File: config.mk
export PLATFORM = sky130hd
export DESIGN_NAME = quarter_sin_nco
export DESIGN_NICKNAME = d
export VERILOG_FILES = /design/src/rtl/sin_lut_pkg.sv /design/src/rtl/sin_qtr_rom.sv /design/src/rtl/quarter_sin_nco.sv
export SDC_FILE = /design/constraint.sdc
export NUM_CORES = 1
export LEC_CHECK = 0
export CAP_MARGIN = 20
export CORE_MARGIN = 8
export CORE_UTILIZATION = 50
export DETAILED_ROUTE_END_ITERATION = 8
export HOLD_SLACK_MARGIN = 0.02
export PLACE_DENSITY_LB_ADDON = 0.15
export RECOVER_POWER = 50
export SLEW_MARGIN = 30
export SYNTH_ARGS = -nofsm -noshare
export SYNTH_HDL_FRONTEND = slang
export SYNTH_SLANG_ARGS = --single-unit
File: constraint.sdc
create_clock -name clk -period 3.8 [get_ports clk]
set_input_delay 0.76 -clock clk [delete_from_list [all_inputs] [get_ports clk]]
set_output_delay 0.76 -clock clk [all_outputs]
set_load 0.03 [all_outputs]
File: src/rtl/sin_lut_pkg.sv
// rtl/sin_lut_pkg.sv - shared types, default widths and quarter-wave ROM contents
// Integer Taylor series so the table folds to constants without real arithmetic.
package sin_lut_pkg;

  typedef enum logic [1:0] {Q0 = 2'd0, Q1 = 2'd1, Q2 = 2'd2, Q3 = 2'd3} quad_e;

  localparam int PHASE_W_DEF = 10;
  localparam int DATA_W_DEF  = 12;

  localparam int     FRAC_W = 30;
  localparam longint PI_FX  = 64'sd3373259426;

  // round((2^(data_w-1)-1) * sin(pi*(2k+1)/2^phase_w)); the angle stays below pi/2
  function automatic longint rom_entry(input int k, input int phase_w, input int data_w);
    longint x;
    longint x2;
    longint term;
    longint sum;
    longint amp;
    x    = (PI_FX * longint'(2 * k + 1)) >>> phase_w;
    x2   = (x * x) >>> FRAC_W;
    term = x;
    sum  = x;
    for (int n = 1; n <= 10; n++) begin
      term = -((term * x2) >>> FRAC_W) / longint'((2 * n) * (2 * n + 1));
      sum  = sum + term;
    end
    amp = (longint'(1) <<< (data_w - 1)) - 1;
    return (amp * sum + (longint'(1) <<< (FRAC_W - 1))) >>> FRAC_W;
  endfunction

endpackage

File: src/rtl/sin_qtr_rom.sv
// rtl/sin_qtr_rom.sv - quarter-wave sine ROM with registered read
// Second read port exists only when SIN_LUT_COS_EN is defined.
module sin_qtr_rom
  import sin_lut_pkg::*;
#(
  parameter int PHASE_W = PHASE_W_DEF,
  parameter int DATA_W  = DATA_W_DEF
) (
  input  logic                     clk,
  input  logic [PHASE_W-3:0]       i_addr_a,
  output logic signed [DATA_W-1:0] o_data_a
`ifdef SIN_LUT_COS_EN
  ,
  input  logic [PHASE_W-3:0]       i_addr_b,
  output logic signed [DATA_W-1:0] o_data_b
`endif
);

  localparam int DEPTH = 2 ** (PHASE_W - 2);

  logic signed [DATA_W-1:0] w_rom [DEPTH];

  for (genvar k = 0; k < DEPTH; k++) begin : g_rom
    assign w_rom[k] = DATA_W'(rom_entry(k, PHASE_W, DATA_W));
  end

  always_ff @(posedge clk) begin
    o_data_a <= w_rom[i_addr_a];
  end

`ifdef SIN_LUT_COS_EN
  always_ff @(posedge clk) begin
    o_data_b <= w_rom[i_addr_b];
  end
`endif

endmodule

File: src/rtl/quarter_sin_nco.sv
// rtl/quarter_sin_nco.sv - 3-stage quarter-wave sine lookup / NCO
// Cosine output and second ROM port present only with SIN_LUT_COS_EN.
module quarter_sin_nco
  import sin_lut_pkg::*;
#(
  parameter int PHASE_W = PHASE_W_DEF,
  parameter int DATA_W  = DATA_W_DEF
) (
  input  logic                     clk,
  input  logic                     rst_n,
  input  logic                     in_valid,
  input  logic [PHASE_W-1:0]       phase_in,
  input  logic                     mode,
  input  logic                     phase_clr,
  input  logic [1:0]               amp_shift,
  output logic                     out_valid,
  output logic signed [DATA_W-1:0] sin_out
`ifdef SIN_LUT_COS_EN
  ,
  output logic signed [DATA_W-1:0] cos_out
`endif
);

  localparam int                 IDX_W     = PHASE_W - 2;
  localparam logic [PHASE_W-1:0] QTR_PHASE = PHASE_W'(1) << IDX_W;

  function automatic logic [IDX_W-1:0] rom_idx(input logic [PHASE_W-1:0] ph);
    quad_e q;
    q = quad_e'(ph[PHASE_W-1 -: 2]);
    return (q == Q1 || q == Q3) ? ~ph[IDX_W-1:0] : ph[IDX_W-1:0];
  endfunction

  logic [PHASE_W-1:0] r_acc;
  logic [PHASE_W-1:0] w_phase;

  // The sample taken in an accumulating cycle uses the pre-add value
  always_comb begin
    w_phase = phase_in;
    if (phase_clr)
      w_phase = '0;
    else if (mode)
      w_phase = r_acc;
  end

  always_ff @(posedge clk or negedge rst_n) begin
    if (!rst_n)
      r_acc <= '0;
    else if (phase_clr)
      r_acc <= '0;
    else if (in_valid && mode)
      r_acc <= r_acc + phase_in;
  end

  logic             r_s1_valid;
  logic [IDX_W-1:0] r_s1_sin_idx;
  logic             r_s1_sin_neg;
  logic [1:0]       r_s1_shift;
  logic             r_s2_valid;
  logic             r_s2_sin_neg;
  logic [1:0]       r_s2_shift;

  always_ff @(posedge clk or negedge rst_n) begin
    if (!rst_n) begin
      r_s1_valid   <= 1'b0;
      r_s1_sin_idx <= '0;
      r_s1_sin_neg <= 1'b0;
      r_s1_shift   <= '0;
      r_s2_valid   <= 1'b0;
      r_s2_sin_neg <= 1'b0;
      r_s2_shift   <= '0;
    end else begin
      r_s1_valid   <= in_valid;
      r_s1_sin_idx <= rom_idx(w_phase);
      r_s1_sin_neg <= w_phase[PHASE_W-1];
      r_s1_shift   <= amp_shift;
      r_s2_valid   <= r_s1_valid;
      r_s2_sin_neg <= r_s1_sin_neg;
      r_s2_shift   <= r_s1_shift;
    end
  end

  logic signed [DATA_W-1:0] w_rom_sin;
  logic signed [DATA_W-1:0] w_sin_signed;

`ifdef SIN_LUT_COS_EN
  logic [PHASE_W-1:0]       w_cos_phase;
  logic [IDX_W-1:0]         r_s1_cos_idx;
  logic                     r_s1_cos_neg;
  logic                     r_s2_cos_neg;
  logic signed [DATA_W-1:0] w_rom_cos;
  logic signed [DATA_W-1:0] w_cos_signed;

  assign w_cos_phase = w_phase + QTR_PHASE;

  always_ff @(posedge clk or negedge rst_n) begin
    if (!rst_n) begin
      r_s1_cos_idx <= '0;
      r_s1_cos_neg <= 1'b0;
      r_s2_cos_neg <= 1'b0;
    end else begin
      r_s1_cos_idx <= rom_idx(w_cos_phase);
      r_s1_cos_neg <= w_cos_phase[PHASE_W-1];
      r_s2_cos_neg <= r_s1_cos_neg;
    end
  end

  sin_qtr_rom #(.PHASE_W(PHASE_W), .DATA_W(DATA_W)) u_rom (
    .clk      (clk),
    .i_addr_a (r_s1_sin_idx),
    .o_data_a (w_rom_sin),
    .i_addr_b (r_s1_cos_idx),
    .o_data_b (w_rom_cos)
  );

  assign w_cos_signed = r_s2_cos_neg ? -w_rom_cos : w_rom_cos;

  always_ff @(posedge clk or negedge rst_n) begin
    if (!rst_n)
      cos_out <= '0;
    else if (r_s2_valid)
      cos_out <= w_cos_signed >>> r_s2_shift;
  end
`else
  sin_qtr_rom #(.PHASE_W(PHASE_W), .DATA_W(DATA_W)) u_rom (
    .clk      (clk),
    .i_addr_a (r_s1_sin_idx),
    .o_data_a (w_rom_sin)
  );
`endif

  // ROM magnitude never exceeds 2^(DATA_W-1)-1, so negation cannot overflow
  assign w_sin_signed = r_s2_sin_neg ? -w_rom_sin : w_rom_sin;

  always_ff @(posedge clk or negedge rst_n) begin
    if (!rst_n) begin
      out_valid <= 1'b0;
      sin_out   <= '0;
    end else begin
      out_valid <= r_s2_valid;
      if (r_s2_valid)
        sin_out <= w_sin_signed >>> r_s2_shift;
    end
  end

endmodule

* Word level (Yosys, flattened, before mapping) *
Memory sizes are Yosys's and may differ from the RTL's. A register that Yosys moved wholly into a read port is not among the register bits.
Cells that the tools add are included.

storage, ports and cells
  memories = 1
  logic and storage cells = 27
  register bits after elaboration = 39
  memory bits (read-only) = 3072

operators by class
  eq/ne operators = 2
  shift-type cells = 1
  bitwise operators = 2
  mux-type cells = 6
  add/subtract/negate cells = 2
  reduce and logical (&&, ||, !) cells = 3

memory list
  memory            depth  bits a word  read ports  clocked after Yosys merged registers in  wr ports  RTL line           RTL
  (name not given)  256    12           1           1                                        0         sin_qtr_rom.sv:28  o_data_a <= w_rom[i_addr_a];

operators with widths
  cell                                            number
  two-way mux 10 bit                              4
  two-way mux 12 bit                              1
  negator 12 bit                                  1
  >>> shifter 12 x 2 -> 12 bit                    1
  adder 10 bit                                    1
  NOT 8 -> 9 bit                                  1
  two-way mux 8 bit                               1
  NOT 8 bit                                       1
  == test 2 x 1 -> 1 bit (second input constant)  1
  == test 2 bit (second input constant)           1
  nonzero test 2 bit                              1
  logical AND 1 bit                               1
  logical OR 1 bit                                1

* Logic depth before layout (Yosys ltp) *
Gate-level depths: netlist (run 1).

  depth after elaboration = 5
  gate-level depth with buffers = 10
  mapped depth without buffers = 9

* Hierarchy *
Synthesis (run 1) repeated with hierarchy kept, for this count alone.

unflattened totals
  cell total of the unflattened synthesis = 768
  area total of the unflattened synthesis = 5755.5 sq um

by module, submodules not included
  module           times used  area each (sq um)  cells each
  sin_qtr_rom      1           3298.2             508
  quarter_sin_nco  1           2457.4             260

* Least setup slack after synthesis (run 1) *
OpenSTA, ideal clock, no wires.

  path type = input -> register
  start = in phase_in[0]
  end = reg r_acc[8]
  required time = 3.678 ns
  path buffers = 0
  stages on the path = 9
  setup time = 0.122 ns
  data arrival time = 2.392 ns
  slack = 1.287 ns
  cell sequence = ha_1 inv_1 fa_1 nor2b_1 o21a_1 o21ai_1 a2111oi_0 o21ai_0 a32o_1

on the way
  cells in the longest elaborated chain, start to end = 3

RTL lines
  item                  RTL line               RTL
  from (decl)           quarter_sin_nco.sv:12  input logic [PHASE_W-1:0] phase_in,
  adder 10 bit          quarter_sin_nco.sv:51  r_acc <= r_acc + phase_in;
  two-way mux 10 bit    quarter_sin_nco.sv:50  else if (in_valid && mode)
  two-way mux 10 bit    quarter_sin_nco.sv:48  else if (phase_clr)
  to (signal assigned)  quarter_sin_nco.sv:51
  to (decl)             quarter_sin_nco.sv:33  logic [PHASE_W-1:0] r_acc;

No other way between the ends. The select of a mux whose other input is x is not followed.
A chain may end at the register's enable or synchronous reset.

* Final worst setup path (run 1) *
Same ends and word-level chain as after synthesis.

==> results of run 1 <==
[per-stage QoR]
stage          hold WS [ns]  setup WS [ns]
2_1_floorplan         0.331           1.29
3_3_place_gp          0.333          0.678
3_5_place_dp          0.336          0.540
4_1_cts               0.361          0.879
5_1_grt               0.376          0.610
6_report              0.358          0.833
[power by group]
group / internal, mW / switching (mW)
Clock: 0.137 / 0.194
Sequential: 0.609 / 0.105
Combinational: 0.415 / 0.663
[registers in the layout, indices dropped and copies added (netlist names)]
register	cells
u_rom.o_data_a	11
r_s2_shift	2
r_acc	10
r_s1_valid	1
r_s1_sin_neg	1
r_s1_shift	2
out_valid	1
r_s1_sin_idx	8
r_s2_sin_neg	1
r_s2_valid	1
sin_out	12
[per-layer routing]
layer	vias to the layer above	GRT usage	wire length (um)
met5	-	0	0
met4	0	0.0749	512
met2	411	0.352	7690
met3	56	0.0550	2090
li1	2649	-	-
met1	2756	0.325	7060
[cell type report]
class | instances | area, um^2
fillers | 1066 | 4930
multi-input cells | 586 | 3780
flip-flops and latches | 50 | 1200
repair buffers | 43 | 389
well taps | 140 | 175
inverters | 22 | 82.6
clock buffers | 5 | 68.8
clock inverters | 3 | 28.8
[cells by family after synthesis]
family          synth area share
flops                      0.223
simple gates               0.216
fa+ha+maj                 0.0596
compound gates             0.336
buf+inv                   0.0722
xor+xnor                  0.0505
mux                       0.0431
[cells in the final DEF (no fill, tap or decap), types with 22 or more instances in the layout]
cell type / count
a211oi_1: 22
nor2_1: 72
dfrtp_1: 37
a21oi_1: 65
nand2b_1: 22
nand2_1: 62
nor3_1: 23
o21ai_0: 58
clkdlybuf4s50_1: 25
ha_1: 24
[critical path: stages]
cell	delay, ns
clkdlybuf4s50_1	0.50
ha_1	0.17
inv_1	0.06
fa_1	0.40
nor2b_1	0.15
o21a_1	0.13
o21ai_1	0.10
a2111oi_0	0.50
o21ai_0	0.15
a32o_1	0.27
[final timing paths]
kind,from,end,slack [ns],cells past startpoint
min in group asynchronous,rst_n,sin_out[2]$_DFFE_PN0P_,1.05,1
worst min register to register,r_s1_shift[1]$_DFF_PN0_,r_s2_shift[1]$_DFF_PN0_,0.36,0
worst max-delay path,phase_in[0],r_acc[8]$_DFFE_PN0P_,0.83,10
worst max register to register,r_s1_sin_idx[0]$_DFF_PN0_,u_rom.o_data_a[2]$_DFF_P_,0.98,8
max in group asynchronous,rst_n,r_s1_sin_idx[3]$_DFF_PN0_,1.37,1
worst min-delay path,r_s1_shift[1]$_DFF_PN0_,r_s2_shift[1]$_DFF_PN0_,0.36,0
==> impl_metrics.json, run 1 <==
{
  "post-route-min-period_ns": 2.97,
  "drt-pass1-iter-count": 5,
  "maxSlewHeadroom": -0.407,
  "ys_seq_area_frac": 0.223,
  "setup_violations": 0,
  "holdCritPathClass": "flip-flop to flip-flop",
  "leakage_nw": 2.18,
  "grt_pass1_wl_um": 28000,
  "postRouteWirelength_um": 17400,
  "drive_above_1_share": 0.0649,
  "clk_path_buf_depth": 2,
  "cts_tree": "done",
  "clkLatencyLatePin_ns": 0.31,
  "setup_tns_ns": 0,
  "synth_cell_type_count": 75,
  "antennaDiodeCount": 0,
  "via_count": 5872,
  "io_pins": 30,
  "finalClockSkew_ns": 0.0166,
  "end_kind": "flip-flop",
  "synth.most_common_cell": "nor2_1",
  "final_cells": 849,
  "htree_levels": 2,
  "fin_area_mm2": 0.00572,
  "hold_viol_final": 0,
  "numCtsBuffers": 5,
  "vias_per_cell": 6.92,
  "path_class": "input pin to flip-flop",
  "drt_first_iter_violations": 1000,
  "grt_antenna_before_repair": 0,
  "place_hpwl_um": 12300,
  "rows": 38,
  "cts_root_buf": "clkbuf_8",
  "yosysTopAreaCell": "dfrtp_1",
  "drv_slew": 40,
  "dieWidth_um": 120,
  "worst_slew_pin_slew_ns": 2.11,
  "route.detailed.drc": 0,
  "finalNetCount": 750,
  "grt_use_total": 0.235,
  "ys_async_sr_fraction": 0.780,
  "ctsHoldBuffers": 0,
  "crit_arrival_ns": 3.18,
  "die_h_um": 120,
  "synth.avg_cell_area_um2": 7.43,
  "fin_util": 0.537,
  "finalCritPeriodShare": 0.781,
  "clk_pin_slew_ns": 0.11,
  "area_growth_syn_to_layout_pct": 6.40,
  "grt_max_degree": 64,
  "dp_cells": 841,
  "yosys_register_bits": 50,
  "synthFlopType": "dfrtp_1",
  "synth_warnings": 0,
  "violations": "capacitance limit, slew limit",
  "crit_required_ns": 4.01,
  "postCtsSetupRepairBufs": 0,
  "rsz0062_at_grt": "no",
  "core_area_mm2": 0.0107,
  "synth_common_cells": "72 x nor2_1, 65 x a21oi_1, 62 x nand2_1",
  "gp_congestion": 0.985,
  "maxCapViolations": 1,
  "ir_drop_uv": 209,
  "synth_area_leaders": "dfrtp_1 18%, a21oi_1 6.1%, ha_1 5.6%, o21ai_0 5.3%, nor2_1 5.0%",
  "clock.fmax_mhz": 337,
  "synth_top_cell_area_share": 0.182,
  "synth_cells": 723,
  "p_total_mw": 2.12,
  "critPathMaxFanout": 3,
  "outcome": "complete, but fails checks",
  "grt-ovfl-total": 0,
  "placed_cell_area_mm2": 0.00564,
  "p_per_area_mw_per_mm2": 371,
  "initial_utilization": 0.505,
  "wl_per_cell_um": 20.4,
  "grt_pass1_vias": 5226,
  "synth_nets": 765,
  "cts_sinks": 50,
  "port_buffers": 29,
  "synth_edf_count": 0,
  "ctsResizeCount": 0,
  "die-area_mm2": 0.0143,
  "ant_nets": 0,
  "critPathLaunchType": "input pin",
  "syn_area_mm2": 0.00538
}
Power figures use the tool's default switching activity.
==> inputs of run 2 (changes only) <==
- clock period: 3.8 -> 2.8 ns (I/O delays scaled with it)
==> run 2 against run 1 <==
Compared with the run above: the flow still finishes with violations (capacitance limit, slew limit); wire length up 6.0%; critical path type unchanged; flip-flop and latch count unchanged; largest power group unchanged; hold slack worse by 0.012 ns; sequential power up 35%; global-route usage up 1.8 points.
==> impl_metrics.json, run 2 (synthesis results as in run 1) <==
{
  "outcome": "complete, but fails checks",
  "violations": "capacitance limit, slew limit",
  "setup_violations": 0,
  "final_cells": 872,
  "cts_tree": "done",
  "area_growth_syn_to_layout_pct": 10.4,
  "p_int_mw": 1.62,
  "grt-ovfl-total": 0,
  "final_common_cell": "nor2_1",
  "finalNetCount": 773,
  "layout.cells.most_common_list": "72 x nor2_1, 65 x a21oi_1, 62 x nand2_1",
  "holdCritPathClass": "flip-flop to flip-flop",
  "ant_nets": 0,
  "antennaDiodeCount": 0,
  "clock.fmax_mhz": 386,
  "postCtsSetupRepairBufs": 0,
  "drt-pass1-iter-count": 5,
  "p_comb_frac": 0.524,
  "gp_congestion": 0.971,
  "finalWorstSetupSlack_ns": 0.212,
  "place_hpwl_um": 13300,
  "critPathLaunchType": "input pin",
  "drv_slew": 40,
  "post-route-min-period_ns": 2.59,
  "route.detailed.drc": 0,
  "p_per_area_mw_per_mm2": 502,
  "io_pins": 30,
  "netSwitchingFraction": 0.456,
  "place_ws_ns": -0.178,
  "grt_use_total": 0.252,
  "finalClockSkew_ns": 0.0103,
  "wl_per_cell_um": 21.1,
  "via_count": 5923,
  "grt_pass1_vias": 5534,
  "maxCapViolations": 1,
  "rows": 38,
  "p_clk_frac": 0.152,
  "switching_power_mw": 1.36,
  "ctsResizeCount": 0,
  "setup_tns_ns": 0,
  "grt_antenna_before_repair": 0,
  "p_seq_frac": 0.324,
  "leakage_nw": 2.30,
  "path_class": "input pin to flip-flop",
  "rsz0062_at_grt": "no",
  "vias_per_cell": 6.79,
  "drt_first_iter_violations": 823,
  "worst_slew_pin_slew_ns": 2.06,
  "grt_pass1_wl_um": 29800,
  "cts_root_buf": "clkbuf_8",
  "top_regs": "sin_out x12, u_rom.o_data_a x11, r_acc x10",
  "htree_levels": 2,
  "dieWidth_um": 120,
  "initial_utilization": 0.505,
  "cts_sinks": 50,
  "register_area_mm2": 0.00120,
  "end_kind": "flip-flop",
  "maxSlewHeadroom": -0.376,
  "ir_drop_uv": 329,
  "multi_input_area_mm2": 0.00380,
  "critPathMaxFanout": 3,
  "core_area_mm2": 0.0107,
  "grt_max_degree": 64,
  "postRouteWirelength_um": 18400,
  "hold_viol_final": 0,
  "finalCritPeriodShare": 0.924,
  "clk_path_buf_depth": 2,
  "die-area_mm2": 0.0143,
  "die_h_um": 120,
  "numCtsBuffers": 5,
  "largest_reg_flops": 12,
  "top_register": "sin_out",
  "drive_above_1_share": 0.0956,
  "ctsHoldBuffers": 0,
  "dp_cells": 864,
  "fillers": 1019,
  "crit_arrival_ns": 2.80,
  "clk_pin_slew_ns": 0.10,
  "crit_required_ns": 3.01,
  "clkLatencyLatePin_ns": 0.31,
  "port_buffers": 29
}
-- run 2: power groups by stage --
stage               logic (mW)  clock network [mW]  registers (mW)
finish                    1.56               0.454           0.965
global route              1.68               0.496           0.981
CTS                       1.52               0.469           0.963
detailed placement        1.51                   0           0.978
global placement          1.51                   0           0.972
floorplan                 1.01                   0           0.994
-- run 2: metal layers --
| metal | up-vias | track usage | share of wire |
|---|---|---|---|
| met5 | - | 0 | 0 |
| met4 | 0 | 0.101 | 0.038 |
| met3 | 84 | 0.0474 | 0.11 |
| met2 | 411 | 0.397 | 0.45 |
| met1 | 2730 | 0.333 | 0.40 |
| li1 | 2698 | - | - |
-- run 2: final cells by class --
type	instances	share of cell area
timing repair buffer	66	0.0983
inverter	22	0.0139
multi-input combinational	586	0.640
tap	140	0.0295
sequential	50	0.202
clock inverter	3	0.00485
clock buffer	5	0.0116
-- run 2: path summary, 6_finish.rpt --
check / slack, ns / depth (start not counted) / startpoint / endpoint
hold reg to reg: 0.35 / 0 / r_s1_shift[0]$_DFF_PN0_ / r_s2_shift[0]$_DFF_PN0_
setup reg to reg: 0.32 / 8 / r_s1_sin_idx[0]$_DFF_PN0_ / u_rom.o_data_a[2]$_DFF_P_
min in group asynchronous: 0.82 / 1 / rst_n / sin_out[6]$_DFFE_PN0P_
setup / recovery: 0.21 / 10 / phase_in[0] / r_acc[8]$_DFFE_PN0P_
hold / removal: 0.35 / 0 / r_s1_shift[0]$_DFF_PN0_ / r_s2_shift[0]$_DFF_PN0_
max in group asynchronous: 0.64 / 1 / rst_n / r_s1_sin_idx[4]$_DFF_PN0_
-- run 2: stage by stage --
stage	instance area, um^2	power, mW	utilization	hold slack [ns]
2_1_floorplan	5380	2.00	-	0.264
3_3_place_gp	5840	2.48	0.548	0.333
3_5_place_dp	5840	2.49	0.548	0.338
4_1_cts	5930	2.95	0.557	0.350
5_1_grt	5930	3.16	0.557	0.348
6_report	5930	2.98	0.557	0.346
-- run 2: worst max-delay path, stage by stage --
cell,delay [ns]
clkdlybuf4s50_1,0.48
ha_1,0.17
inv_1,0.05
fa_1,0.40
nor2b_1,0.14
o21a_1,0.14
o21ai_1,0.10
a2111oi_2,0.35
o21ai_0,0.12
a32o_1,0.27
==> inputs of run 3 (changes only) <==
- CORE_ASPECT_RATIO: unset -> 0.9
- CORE_UTILIZATION: 50 -> 62
==> run 3 against run 2 <==
Compared with the run above: the flow still finishes with violations (capacitance limit, slew limit); global-route usage up 4.7 points; maximum frequency shrank 1.0%; register-to-register slack got worse by 0.06 ns; final area shrank 0.25%; non-clock buffer count stayed put; combinational power about the same; die area is 17% lower; sequential share of layout area increased by 0.051 points; clock skew rose by 0.0015 ns; flip-flop and latch count unchanged; critical path type unchanged; largest power group unchanged.
==> impl_metrics.json, run 3 (synthesis results as in run 1) <==
{
  "finalClockSkew_ns": 0.0118,
  "critPathLaunch": "phase_in[0]",
  "gp_congestion": 1.05,
  "die-area_mm2": 0.0119,
  "fillers": 711,
  "reg2reg_slack_ns": 0.26,
  "place_hpwl_um": 13000,
  "top_regs": "sin_out x12, u_rom.o_data_a x11, r_acc x10",
  "port_buffers": 29,
  "cts_root_buf": "clkbuf_8",
  "final_common_cell": "nor2_1",
  "setup_violations": 0,
  "p_clk_frac": 0.145,
  "clk_path_buf_depth": 2,
  "finalWorstSetupSlack_ns": 0.186,
  "outcome": "complete, but fails checks",
  "maxCapViolations": 1,
  "p_per_area_mw_per_mm2": 502,
  "holdCritStartpoint": "r_s1_shift[0]$_DFF_PN0_",
  "dr_wl_met2_um": 7660,
  "critPathMaxFanout": 3,
  "numCtsBuffers": 5,
  "maxSlewHeadroom": -0.382,
  "timing.reg2reg.worst_path_depth": 8,
  "initial_utilization": 0.633,
  "crit_arrival_ns": 2.82,
  "grt_pass1_wl_um": 29100,
  "worstPathCellList": "clkdlybuf4s50_1 > ha_1 > inv_1 > fa_2 > nor2b_1 > o21a_1 > o21ai_1 > a2111oi_2 > o21ai_0 > a32o_1",
  "placed_cell_area_mm2": 0.00582,
  "leakage_nw": 2.29,
  "clock.fmax_mhz": 383,
  "hold_viol_final": 0,
  "netSwitchingFraction": 0.454,
  "crit_required_ns": 3.01,
  "dieWidth_um": 114,
  "area_growth_syn_to_layout_pct": 10.1,
  "violations": "capacitance limit, slew limit",
  "critPathLaunchType": "input pin",
  "top_register": "sin_out",
  "htree_levels": 2,
  "fin_area_mm2": 0.00592,
  "place_ws_ns": -0.254,
  "critPathMaxStageDelay_ns": 0.49,
  "highest_layer": "met5",
  "via_count": 5960,
  "holdCritPathClass": "flip-flop to flip-flop",
  "die_h_um": 104,
  "io_pins": 30,
  "switching_power_mw": 1.35,
  "clk_pin_slew_ns": 0.10,
  "cts_tree": "done",
  "grt_pass1_vias": 5585,
  "p_comb_frac": 0.534,
  "antennaDiodeCount": 0,
  "fin_util": 0.697,
  "ir_drop_uv": 326,
  "post-route-min-period_ns": 2.61,
  "vias_per_cell": 7.00,
  "layout.cells.most_common_list": "72 x nor2_1, 65 x a21oi_1, 62 x nand2_1",
  "wl_met1_um": 7190,
  "drt_first_iter_violations": 1038,
  "worst_slew_pin_slew_ns": 2.07,
  "rsz0062_at_grt": "no",
  "core_area_mm2": 0.00849,
  "postRouteWirelength_um": 18100,
  "dr_wl_met3_um": 2840,
  "wl_per_cell_um": 21.3,
  "r2r_end": "u_rom.o_data_a[3]$_DFF_P_",
  "cts_sinks": 50,
  "grt_max_degree": 86,
  "grt-ovfl-total": 0,
  "finalCritPeriodShare": 0.934,
  "crit_path_end": "r_acc[8]$_DFFE_PN0P_",
  "path_class": "input pin to flip-flop",
  "p_seq_frac": 0.321,
  "drv_slew": 40,
  "end_kind": "flip-flop",
  "grt_use_total": 0.299,
  "finalNetCount": 773,
  "clkLatencyLatePin_ns": 0.31,
  "largest_reg_flops": 12,
  "ant_nets": 0,
  "p_int_mw": 1.62,
  "grt_antenna_before_repair": 1,
  "worst_hold_slack_ns": 0.363,
  "rows": 32,
  "drive_above_1_share": 0.0970,
  "crit_path_top_delay_cell": "clkdlybuf4s50_1",
  "r2r_start": "r_s1_sin_idx[0]$_DFF_PN0_",
  "route.detailed.drc": 0,
  "drt-pass1-iter-count": 7
}
-- run 3: final cells by class --
type,instances,area [um^2],area share
Clock inverter,3,25.0,0.00423
Tap cell,119,149,0.0252
Timing Repair Buffer,66,596,0.101
Clock buffer,5,68.8,0.0116
Multi-Input combinational cell,586,3800,0.642
Sequential cell,50,1200,0.202
Inverter,22,82.6,0.0140
-- run 3: timing repair --
item | 4_1_cts | 5_1_grt
resized for setup | 0 | 3
hold buffers | 0 | 0
setup buffers | 0 | 0
endpoints found under the setup margin | 0 | 1
-- run 3: worst max-delay path, delay by kind of cell --
| kind | cells | cell delay, ns |
|---|---|---|
| and+or+nand+nor | 1 | 0.13 |
| buffers and inverters | 2 | 0.56 |
| AOI/OAI and AO/OA | 5 | 1.02 |
| adders and majority gates | 2 | 0.55 |
-- run 3: worst min-delay path by stage --
stage                                   end  slack (ns)  cells past startpoint
floorplan               out_valid$_DFF_PN0_        0.26                      0
global placement       r_s2_valid$_DFF_PN0_        0.33                      0
detailed placement     r_s2_valid$_DFF_PN0_        0.34                      0
CTS                    r_s2_valid$_DFF_PN0_        0.36                      0
global route           r_s2_valid$_DFF_PN0_        0.37                      0
finish              r_s2_shift[0]$_DFF_PN0_        0.36                      0
-- run 3: power groups by stage --
stage	clock, mW	sequential, mW	combinational (mW)
floorplan	0	0.994	1.01
global placement	0	0.958	1.50
detailed placement	0	0.967	1.52
CTS	0.446	0.952	1.53
global route	0.475	0.972	1.70
finish	0.432	0.953	1.59
-- run 3: per-stage QoR --
step | power [mW] | instances | TNS (ns)
finish | 2.97 | 851 | 0
global route | 3.15 | 851 | 0
CTS | 2.93 | 851 | 0
detailed placement | 2.49 | 843 | -0.254
global placement | 2.46 | 843 | -0.116
floorplan | 2.00 | 723 | 0
-- run 3: layer usage --
layer  track usage  vias to the layer above
met5             0                        -
met4        0.0826                        2
met3         0.100                       55
met2         0.425                      458
met1         0.417                     2743
li1              -                     2702
